==> config.mk <==
export PLATFORM = sky130hd
export DESIGN_NAME = inv_share_arb
export DESIGN_NICKNAME = d
export VERILOG_FILES = /design/src/rtl/inv_share_pkg.sv /design/src/rtl/inv_share_arb_rr_pick.sv /design/src/rtl/inv_share_arb.sv
export SDC_FILE = /design/constraint.sdc
export NUM_CORES = 1
export LEC_CHECK = 0
export ABC_AREA = 1
export CORE_UTILIZATION = 45
export CTS_CLUSTER_DIAMETER = 30
export DETAILED_ROUTE_END_ITERATION = 7
export GPL_TIMING_DRIVEN = 0
export PLACE_DENSITY = 0.84
export SLEW_MARGIN = 5
export SYNTH_ARGS = -nofsm -noshare
export SYNTH_HDL_FRONTEND = slang
export SYNTH_HIERARCHICAL = 1
export SYNTH_SLANG_ARGS = --single-unit
==> constraint.sdc <==
create_clock -name clk -period 3.2 [get_ports clk]
set_input_delay 0.32 -clock clk [delete_from_list [all_inputs] [get_ports clk]]
set_output_delay 0.32 -clock clk [all_outputs]
set_load 0.005 [all_outputs]
==> src/rtl/inv_share_pkg.sv <==
// Shared types and defaults for the inverter-sharing arbiter.
// Optional checker enabled by INV_SHARE_CHECK_EN.
package inv_share_pkg;

  typedef enum logic {
    IDLE = 1'b0,
    BUSY = 1'b1
  } state_e;

  localparam int N_REQ_DEF = 4;
  localparam int WIDTH_DEF = 8;

  function automatic int id_w(input int n);
    return (n > 1) ? $clog2(n) : 1;
  endfunction

endpackage

==> src/rtl/inv_share_arb_rr_pick.sv <==
// Combinational round-robin selector: search starts one past ptr.
// Used by inv_share_arb (build option INV_SHARE_CHECK_EN lives in the top).
module rr_pick #(
  parameter int N_REQ = 4,
  parameter int ID_W  = 2
) (
  input  logic [N_REQ-1:0] req,
  input  logic [ID_W-1:0]  ptr,
  output logic [ID_W-1:0]  winner,
  output logic             any
);

  always_comb begin
    logic [ID_W-1:0] idx;
    idx    = '0;
    winner = '0;
    any    = 1'b0;
    for (int i = 1; i <= N_REQ; i++) begin
      idx = ID_W'((int'(ptr) + i) % N_REQ);
      if (!any && req[idx]) begin
        any    = 1'b1;
        winner = idx;
      end
    end
  end

endmodule

==> src/rtl/inv_share_arb.sv <==
// Round-robin sharing of one external inverter among N_REQ requesters.
// Define INV_SHARE_CHECK_EN to build the sticky err result checker.
module inv_share_arb
  import inv_share_pkg::*;
#(
  parameter int N_REQ = N_REQ_DEF,
  parameter int WIDTH = WIDTH_DEF,
  parameter int ID_W  = id_w(N_REQ)
) (
  input  logic                   clk,
  input  logic                   rst,
  input  logic [N_REQ-1:0]       req,
  input  logic [N_REQ*WIDTH-1:0] req_data,
  output logic [N_REQ-1:0]       gnt,
  output logic [WIDTH-1:0]       inv_in,
  input  logic [WIDTH-1:0]       inv_out,
  output logic                   rsp_valid,
  output logic [ID_W-1:0]        rsp_id,
`ifdef INV_SHARE_CHECK_EN
  output logic                   err,
`endif
  output logic [WIDTH-1:0]       rsp_data
);

  state_e             state_q;
  logic [ID_W-1:0]    ptr_q;
  logic [ID_W-1:0]    cur_id_q;
  logic [N_REQ-1:0]   gnt_q;
  logic [WIDTH-1:0]   inv_in_q;
  logic               rsp_valid_q;
  logic [ID_W-1:0]    rsp_id_q;
  logic [WIDTH-1:0]   rsp_data_q;

  logic [ID_W-1:0]    win;
  logic               any;
  logic [N_REQ-1:0]   gnt_d;
  logic [WIDTH-1:0]   op_d;
  logic [WIDTH-1:0]   ops [N_REQ];

  for (genvar g = 0; g < N_REQ; g++) begin : g_ops
    assign ops[g] = req_data[g*WIDTH +: WIDTH];
  end

  rr_pick #(
    .N_REQ (N_REQ),
    .ID_W  (ID_W)
  ) u_pick (
    .req    (req),
    .ptr    (ptr_q),
    .winner (win),
    .any    (any)
  );

  assign gnt_d = N_REQ'(1) << win;
  assign op_d  = ops[win];

  always_ff @(posedge clk or posedge rst) begin
    if (rst) begin
      state_q     <= IDLE;
      ptr_q       <= ID_W'(N_REQ - 1);
      cur_id_q    <= '0;
      gnt_q       <= '0;
      inv_in_q    <= '0;
      rsp_valid_q <= 1'b0;
      rsp_id_q    <= '0;
      rsp_data_q  <= '0;
    end else begin
      unique case (state_q)
        IDLE: begin
          rsp_valid_q <= 1'b0;
          gnt_q       <= '0;
          if (any) begin
            gnt_q    <= gnt_d;
            inv_in_q <= op_d;
            cur_id_q <= win;
            ptr_q    <= win;
            state_q  <= BUSY;
          end
        end
        BUSY: begin
          // result of the shared inverter has settled by now
          rsp_data_q  <= inv_out;
          rsp_id_q    <= cur_id_q;
          rsp_valid_q <= 1'b1;
          gnt_q       <= '0;
          state_q     <= IDLE;
        end
        default: state_q <= IDLE;
      endcase
    end
  end

`ifdef INV_SHARE_CHECK_EN
  logic err_q;

  always_ff @(posedge clk or posedge rst) begin
    if (rst) begin
      err_q <= 1'b0;
    end else if (state_q == BUSY && inv_out != ~inv_in_q) begin
      err_q <= 1'b1;
    end
  end

  assign err = err_q;
`endif

  assign gnt       = gnt_q;
  assign inv_in    = inv_in_q;
  assign rsp_valid = rsp_valid_q;
  assign rsp_id    = rsp_id_q;
  assign rsp_data  = rsp_data_q;

endmodule

==> out/results.txt <==
Of the total synthesized cell area, the portion taken by XOR and XNOR cells is 0%. The share of synthesized cell area in and, or, nand and nor gates is 45.9%. The tools report the overall routing resource usage as 20.2%.

After detailed routing, the total wire length is 3.73 mm. The maximum VDD drop is 0.890 mV. The global placer's final weighted congestion was 0.777; the number of buffer cells added on primary ports was 68.

69 I/O pins were placed. The synthesized area divided by synthesized cell count is 6.86 sq um. The largest single stage delay on the critical path is 560 ps.

The tool flagged a number of max-cap violations equal to 0. Once detail routing completed, the nets flagged for antenna violations numbered 0. The hold violation count in the final report is 0, and the layout-stage area growth over the synthesis result is 49.7%.

The tools report the sequential-to-total area share from yosys stat as 44.2%. The initial core utilization was 47.3%. The critical path contains buffers and inverters numbering 3 combined.

After Yosys synthesis, full adders, half adders and majority gates account for 0% of the synthesized area. Along the worst hold path, the cell count comes to 0. Synthesis produced a netlist whose cell count is 232. The core region is 0.00336 sq mm. The tools report the iteration count of the initial detailed-routing pass as 4. Static leakage power: 1.25 nW. In this run the vertical extent of the chip is 61.5 um.

After detailed routing, the number of remaining DRC violations is 0. The synthesized flop and latch total is 28. The initial antenna violation count was 0. The total overflow left after global routing is 0. After detailed routing, the average wire length per cell comes to 10.7 um. The worst hold path belongs to the class register to register. The net count of the finished layout is 351. For this run, global-route usage on met2 was measured as 37.3%.

The power after layout was 2.70 mW; the first-pass GRT wire length was 5.72 mm. The number of vias per cell after detailed routing is 4.61, and the post-cts sizing count is 0. The clock slew at the register clock pins of the worst setup and hold paths came out at 140 ps. The tools report the buffer type at the clock tree root as sky130_fd_sc_hd__clkbuf_4. TritonCTS created 3 clock buffers. The count of pins over their slew limit is 0. The synthesized netlist contains 20 unique library cells.

For the worst setup path, the data required time is 3470 ps. For hold timing, the worst endpoint is rsp_valid. The area fraction in compound gates after synthesis was 2.36%; the depth of the CTS H-tree was 1. Measured against the total synthesized area, the mux share comes to 0%. The die area was 0.00378 sq mm. By area, the combinational part of the netlist is dominated by simple AND/OR/NAND/NOR gates. The post-route netlist has 8.55% of its cells at a drive strength greater than 1. The met3 layer usage reported by global route is 2.94%, and the slew at the pin closest to its max-slew limit is 994 ps. Yosys printed 6 warnings. Origin of the worst min-delay path: state_q. The number of global-route vias before repair was 1,400. The library cell used most frequently in the layout, excluding fill and tap cells, is sky130_fd_sc_hd__nand2_1. The run gives 1020 ps as the register-to-register setup slack. The tools report the post-CTS setup-driven buffer insertion count as 0. The run gives 1020 ps as the final worst-path setup slack. Slowest library cell on the worst path: sky130_fd_sc_hd__dfstp_2. Per report_power, the clock group accounts for 8.4% of the total. In this run the worst path has a maximum fanout of 10. The switching share of power came out at 46.4%.

Data on the critical path arrives at its endpoint at 2460 ps. TritonCTS built the clock tree. The pre-CTS setup slack came out at 949 ps. The analysis attributes to net switching a power of 1.25 mW. The run gives 29 as the pin count of the biggest net entering global routing. Measured against its own limit, the worst slew margin works out to 33.7%. The critical path is of the register to register type. Setup violations remaining at the end of the flow were counted as 0. Between clock sinks in the finished design, the worst skew comes to 8.06 ps.

For the global routing usage on met1, the log shows 24.3%. The global routing stage identified its most utilized layer as met2. STA classifies the critical path endpoint as a register.

The power share of the combinational group is 68.8%. The clock latency on the worst-skew pair was 330 ps. The run gives 0.00159 sq mm as the combined area of all synthesized cells. The tools report the capture instance of the worst register-to-register path as inv_in[7]. The tools report the diode insertion count for antenna repair as 0. The launch instance of the worst register-to-register path was ptr_q[0].

Across all hold checks on the routed design, the worst slack comes to 412 ps. The final HPWL from detailed placement was 2.93 mm. Setup repair after global routing left no endpoint under its margin. The critical path's top delay family is simple AND/OR/NAND/NOR gates. The die width came out at 61.5 um. The cell area after layout came out at 0.00238 sq mm. For this block, the via count after detailed routing is 1,613. The detailed router finished its first iteration with 69 violations. In the layout the commonest cells are 150 x sky130_fd_sc_hd__nand2_1, 68 x sky130_fd_sc_hd__clkdlybuf4s50_1, 26 x sky130_fd_sc_hd__dfrtp_1.

The share of the cycle needed by the critical path after routing works out to 68.2%. The critical path goes through buf_4, nand2_1, nand2_1, nand2_4, nand2_4, nor2_1, a21oi_1, nand3_1, inv_1, buf_6, nand2_1, nand2_1, nand2_1, nand2_1, nand2_1, nand2_1. The cts-stage hold buffer count was 0.

Shortest clock period the worst path allows after layout: 2180 ps. Measured in cells, the most critical reg-to-reg path has a length of 16. The power density over the cells is 1130 mW/mm^2. In this design, the critical path's most frequently occurring cell is sky130_fd_sc_hd__nand2_1.

The flow ran to the end, and the final reports show no timing, DRC or antenna violations. The fraction of power consumed by sequential logic was 22.9%; the cell area reported after detailed placement was 0.00233 sq mm. The synthesized net count was 278. The kind of start point of the critical path was a register. The logs give 21 for the number of cell rows and 458 MHz for the fmax.

The internal portion of the total power is 1.45 mW. The clock passes through at most 2 buffers. Adding up every negative setup slack in the final design gives 0 ps. Counting every sink on the clock net gives 28.
[flip-flops by register name (all words and copies together), names as in the netlist]
signal / count
inv_in: 8
cur_id_q: 2
ptr_q: 2
rsp_valid: 1
rsp_id: 2
gnt: 4
rsp_data: 8
state_q: 1
[layer usage]
| metal | wire [um] | share of wire, % | vias up |
|---|---|---|---|
| met5 | 0 | 0 | - |
| met3 | 283 | 7.6 | 2 |
| met4 | 20 | 0.54 | 0 |
| li1 | - | - | 853 |
| met1 | 1710 | 46 | 695 |
| met2 | 1710 | 46 | 63 |
[layout make-up]
class	instances	area (sq um)
plain buffers	9	75.1
clock buffers	3	22.5
clock inverters	1	30.0
fillers	316	981
inverters	12	45.0
multi-input cells	183	768
flip-flops and latches	28	703
well taps	46	57.6
repair buffers	68	681
[stage by stage]
stage | instances | utilization, %
after floorplan | 232 | -
after global placement | 346 | 69.3
after detailed placement | 346 | 69.3
after CTS | 350 | 70.8
after global routing | 350 | 70.8
final | 350 | 70.8
[worst max path at each step]
stage	from	to	depth (start not counted)
finish	ptr_q[0]	inv_in[7]	16
global route	ptr_q[0]	inv_in[0]	16
CTS	ptr_q[0]	inv_in[1]	16
detailed placement	req[0]	inv_in[1]	16
global placement	req[1]	inv_in[2]	16
floorplan	ptr_q[0]	inv_in[0]	16
[Yosys cell counts (all sizes together)]
cell	instances	area (sq um)
nand2	157	622
dfrtp	26	651
inv	11	41.3
nand3	10	50.1
buf	9	75.1
nor2	5	35.0
o21ai	4	20.0
nand4	3	18.8
a21oi	2	10.0
dfstp	2	52.6
clkinv	1	3.75
nor3	1	5.00
o21a	1	7.51
[power groups by stage]
stage	Sequential (mW)	Clock [mW]	Combinational [mW]
5_1_grt	0.638	0.249	2.10
4_1_cts	0.618	0.230	1.86
2_1_floorplan	0.631	0	1.26
3_3_place_gp	0.619	0	1.81
6_report	0.618	0.226	1.86
3_5_place_dp	0.625	0	1.85
[cells by family after synthesis]
family,Yosys count
AO/OA/AOI/OAI,7
AND/OR/NAND/NOR,176
buffers and inverters,21
flip-flops,28
No activity file was read; power rests on OpenSTA's default activity.
==> RTL change, RTL diff (same flow settings) <==
Build with the macro `INV_SHARE_CHECK_EN` defined.
--- a/src/rtl/inv_share_arb.sv
+++ b/src/rtl/inv_share_arb.sv
@@ -1,4 +1,6 @@
 // Round-robin sharing of one external inverter among N_REQ requesters.
 // Define INV_SHARE_CHECK_EN to build the sticky err result checker.
+`define INV_SHARE_CHECK_EN
+
 module inv_share_arb
   import inv_share_pkg::*;
Formal check against the unedited RTL (old outputs only; new: err): equivalent (equiv_simple and equiv_induct, registers matched by name and starting in step).
==> RTL change against the original RTL <==
Worst hold slack worse by 11 ps; first-iteration DRC count is 120% higher; sequential power is 7.4% higher; power is 8.8% higher; sequential cell count is 1 higher; critical path depth is 2 lower; highest routed layer unchanged; largest cell class unchanged; cell area is 9.2% higher; setup slack worse by 24 ps; clock skew is 2.3 ps lower; wire length is 23% higher; area after synthesis is 10% higher.
==> RTL change: results (changes against the original RTL) <==
* Status: finished clean
* Top cells by area, synth: dfrtp_1 (39%), nand2_1 (16%), nor2_1 (7.3%)
* Setup bufs post-CTS at 0 (unchanged)
* DR iter-0 viols at 153 (+120%)
* Top FF cell, synth: dfrtp_1
* Relative slew margins at 26.97% (-6.7 points)
* Count of cell types in the netlist at 25 (+25%)
* CP max-delay cell: dfstp_2
* Critical path data arrival time at 2380 ps (-80 ps)
* Clock skew at 5.725 ps (-2.338 ps)
* Clock Pin Slew Worst Setup and Hold Paths at 60 ps (-80 ps)
* Largest net degree at the start of global routing at 30 (+3.4%)
* RD Place Congestion at 0.8641 (+11%)
* Hold WS at 401.9 ps (-10.52 ps)
* Final std cells w/o fill at 361 (+3.1%)
* Vias in the first global route at 1,737 (+24%)
* Worst stage delay on the critical path at 540 ps (-20 ps)
* Worst hold endpoint: rsp_valid
* Compound-Gate Fraction of Synth Area at 9.721% (+7.4 points)
* Drt via density at 4.920 (+6.8%)
* Detail Placement HPWL at 3.344 mm (+14%)
* Post-synth top cells: nand2_1 (73), nor2_1 (34), dfrtp_1 (27), inv_1 (24), nand3_1 (13)
* Nets at 358 (+2.0%)
* Gr usage total at 24.37% (+4.2 points)
* Multiplexer share of the synthesized area at 2.573% (+2.6 points)
* DR WL/cell at 12.66 µm (+19%)
* Global-route wire length before repair at 7.659 mm (+34%)
* Share of cells above drive strength 1 at 12.78% (+4.2 points)
* Post-Syn Instances at 236 (+1.7%)
* R2r endpoint: inv_in[5]
* Largest delay share family, worst path: simple AND/OR/NAND/NOR gates
* CTS Buf Count at 5 (+2)
* H-tree level count at 2 (+1)
* DP Cell Count at 353 (+2.0%)
* Fillers at 320 (+1.3%)
* Pint at 1.603 mW (+11%)
* Post-CTS sizing at 0 (unchanged)
* Post-synthesis sequential area ratio at 41.60% (-2.6 points)
* Skew-Pair Late Insertion Delay at 290 ps (-40 ps)
* Syn nets at 282 (+1.4%)
* Lkg Pwr at 1.274 nW (+1.8%)
* Length in cells of the worst reg-to-reg path at 14 (-2)
* Area of the core at 3689 µm² (+9.7%)
* Root buf cell: clkbuf_8
* IO Port Bufs at 69 (+1.5%)
* Peak VDD IR at 687.0 µV (-23%)
* DP Area at 2501 µm² (+7.4%)
* Reg2reg setup slack at 990 ps (-20 ps)
-- RTL change: cell count changes after synthesis, sizes merged, moves of 4 or more --
cell and delta:
a21oi +6, mux2 +4, nand2 -78, o21ai +9, or2 +6, nor2 +32
inv +16
-- RTL change: cells by family (layout without fill, tap and decap cells) --
group	count (synthesis)	count (layout)
AO/OA/AOI/OAI	29	29
buffers and inverters	35	112
flip-flops	29	29
multiplexers	4	4
AND/OR/NAND/NOR	139	139
-- RTL change: worst max-delay path by stage --
stage,start,endpoint,slack (ps)
floorplan,ptr_q[0],inv_in[2],1270
global placement,req[3],inv_in[4],990
detailed placement,req[2],inv_in[4],920
CTS,ptr_q[0],inv_in[4],1000
global route,ptr_q[0],inv_in[4],790
finish,ptr_q[0],inv_in[5],990
-- RTL change: power by group through the flow --
stage,Sequential (mW),Clock (mW),Combinational (mW)
after CTS,0.663,0.336,1.94
after global placement,0.660,0,1.88
after detailed placement,0.668,0,1.92
after global routing,0.688,0.355,2.16
final,0.664,0.334,1.94
after floorplan,0.667,0,1.30
-- RTL change: layout make-up --
class | count | area (µm²) | area share [%]
buffer | 8 | 60.06 | 2.308
clock buffer | 7 | 96.34 | 3.702
clock inverter | 1 | 5.005 | 0.1923
multi-input combinational | 172 | 855.8 | 32.88
inverter | 27 | 106.4 | 4.087
tap | 48 | 60.06 | 2.308
timing repair buffer | 69 | 690.7 | 26.54
sequential | 29 | 728.2 | 27.98
-- RTL change: routing by layer --
layer | vias up | wire length [µm] | global-route usage [%] | part of all wire [%]
met5 | - | 0 | 0 | 0
met4 | 0 | 95 | 9.444 | 2.1
met3 | 11 | 260 | 6.250 | 5.7
met2 | 61 | 2268 | 41.84 | 50
met1 | 803 | 1947 | 28.86 | 43
li1 | 901 | - | - | -
-- RTL change: metrics by stage --
stage	total power, mW	worst slack (ps)
final	2.938	994.0
after global routing	3.202	785.2
after CTS	2.938	995.5
after detailed placement	2.588	921.2
after global placement	2.541	993.2
after floorplan	1.970	1272
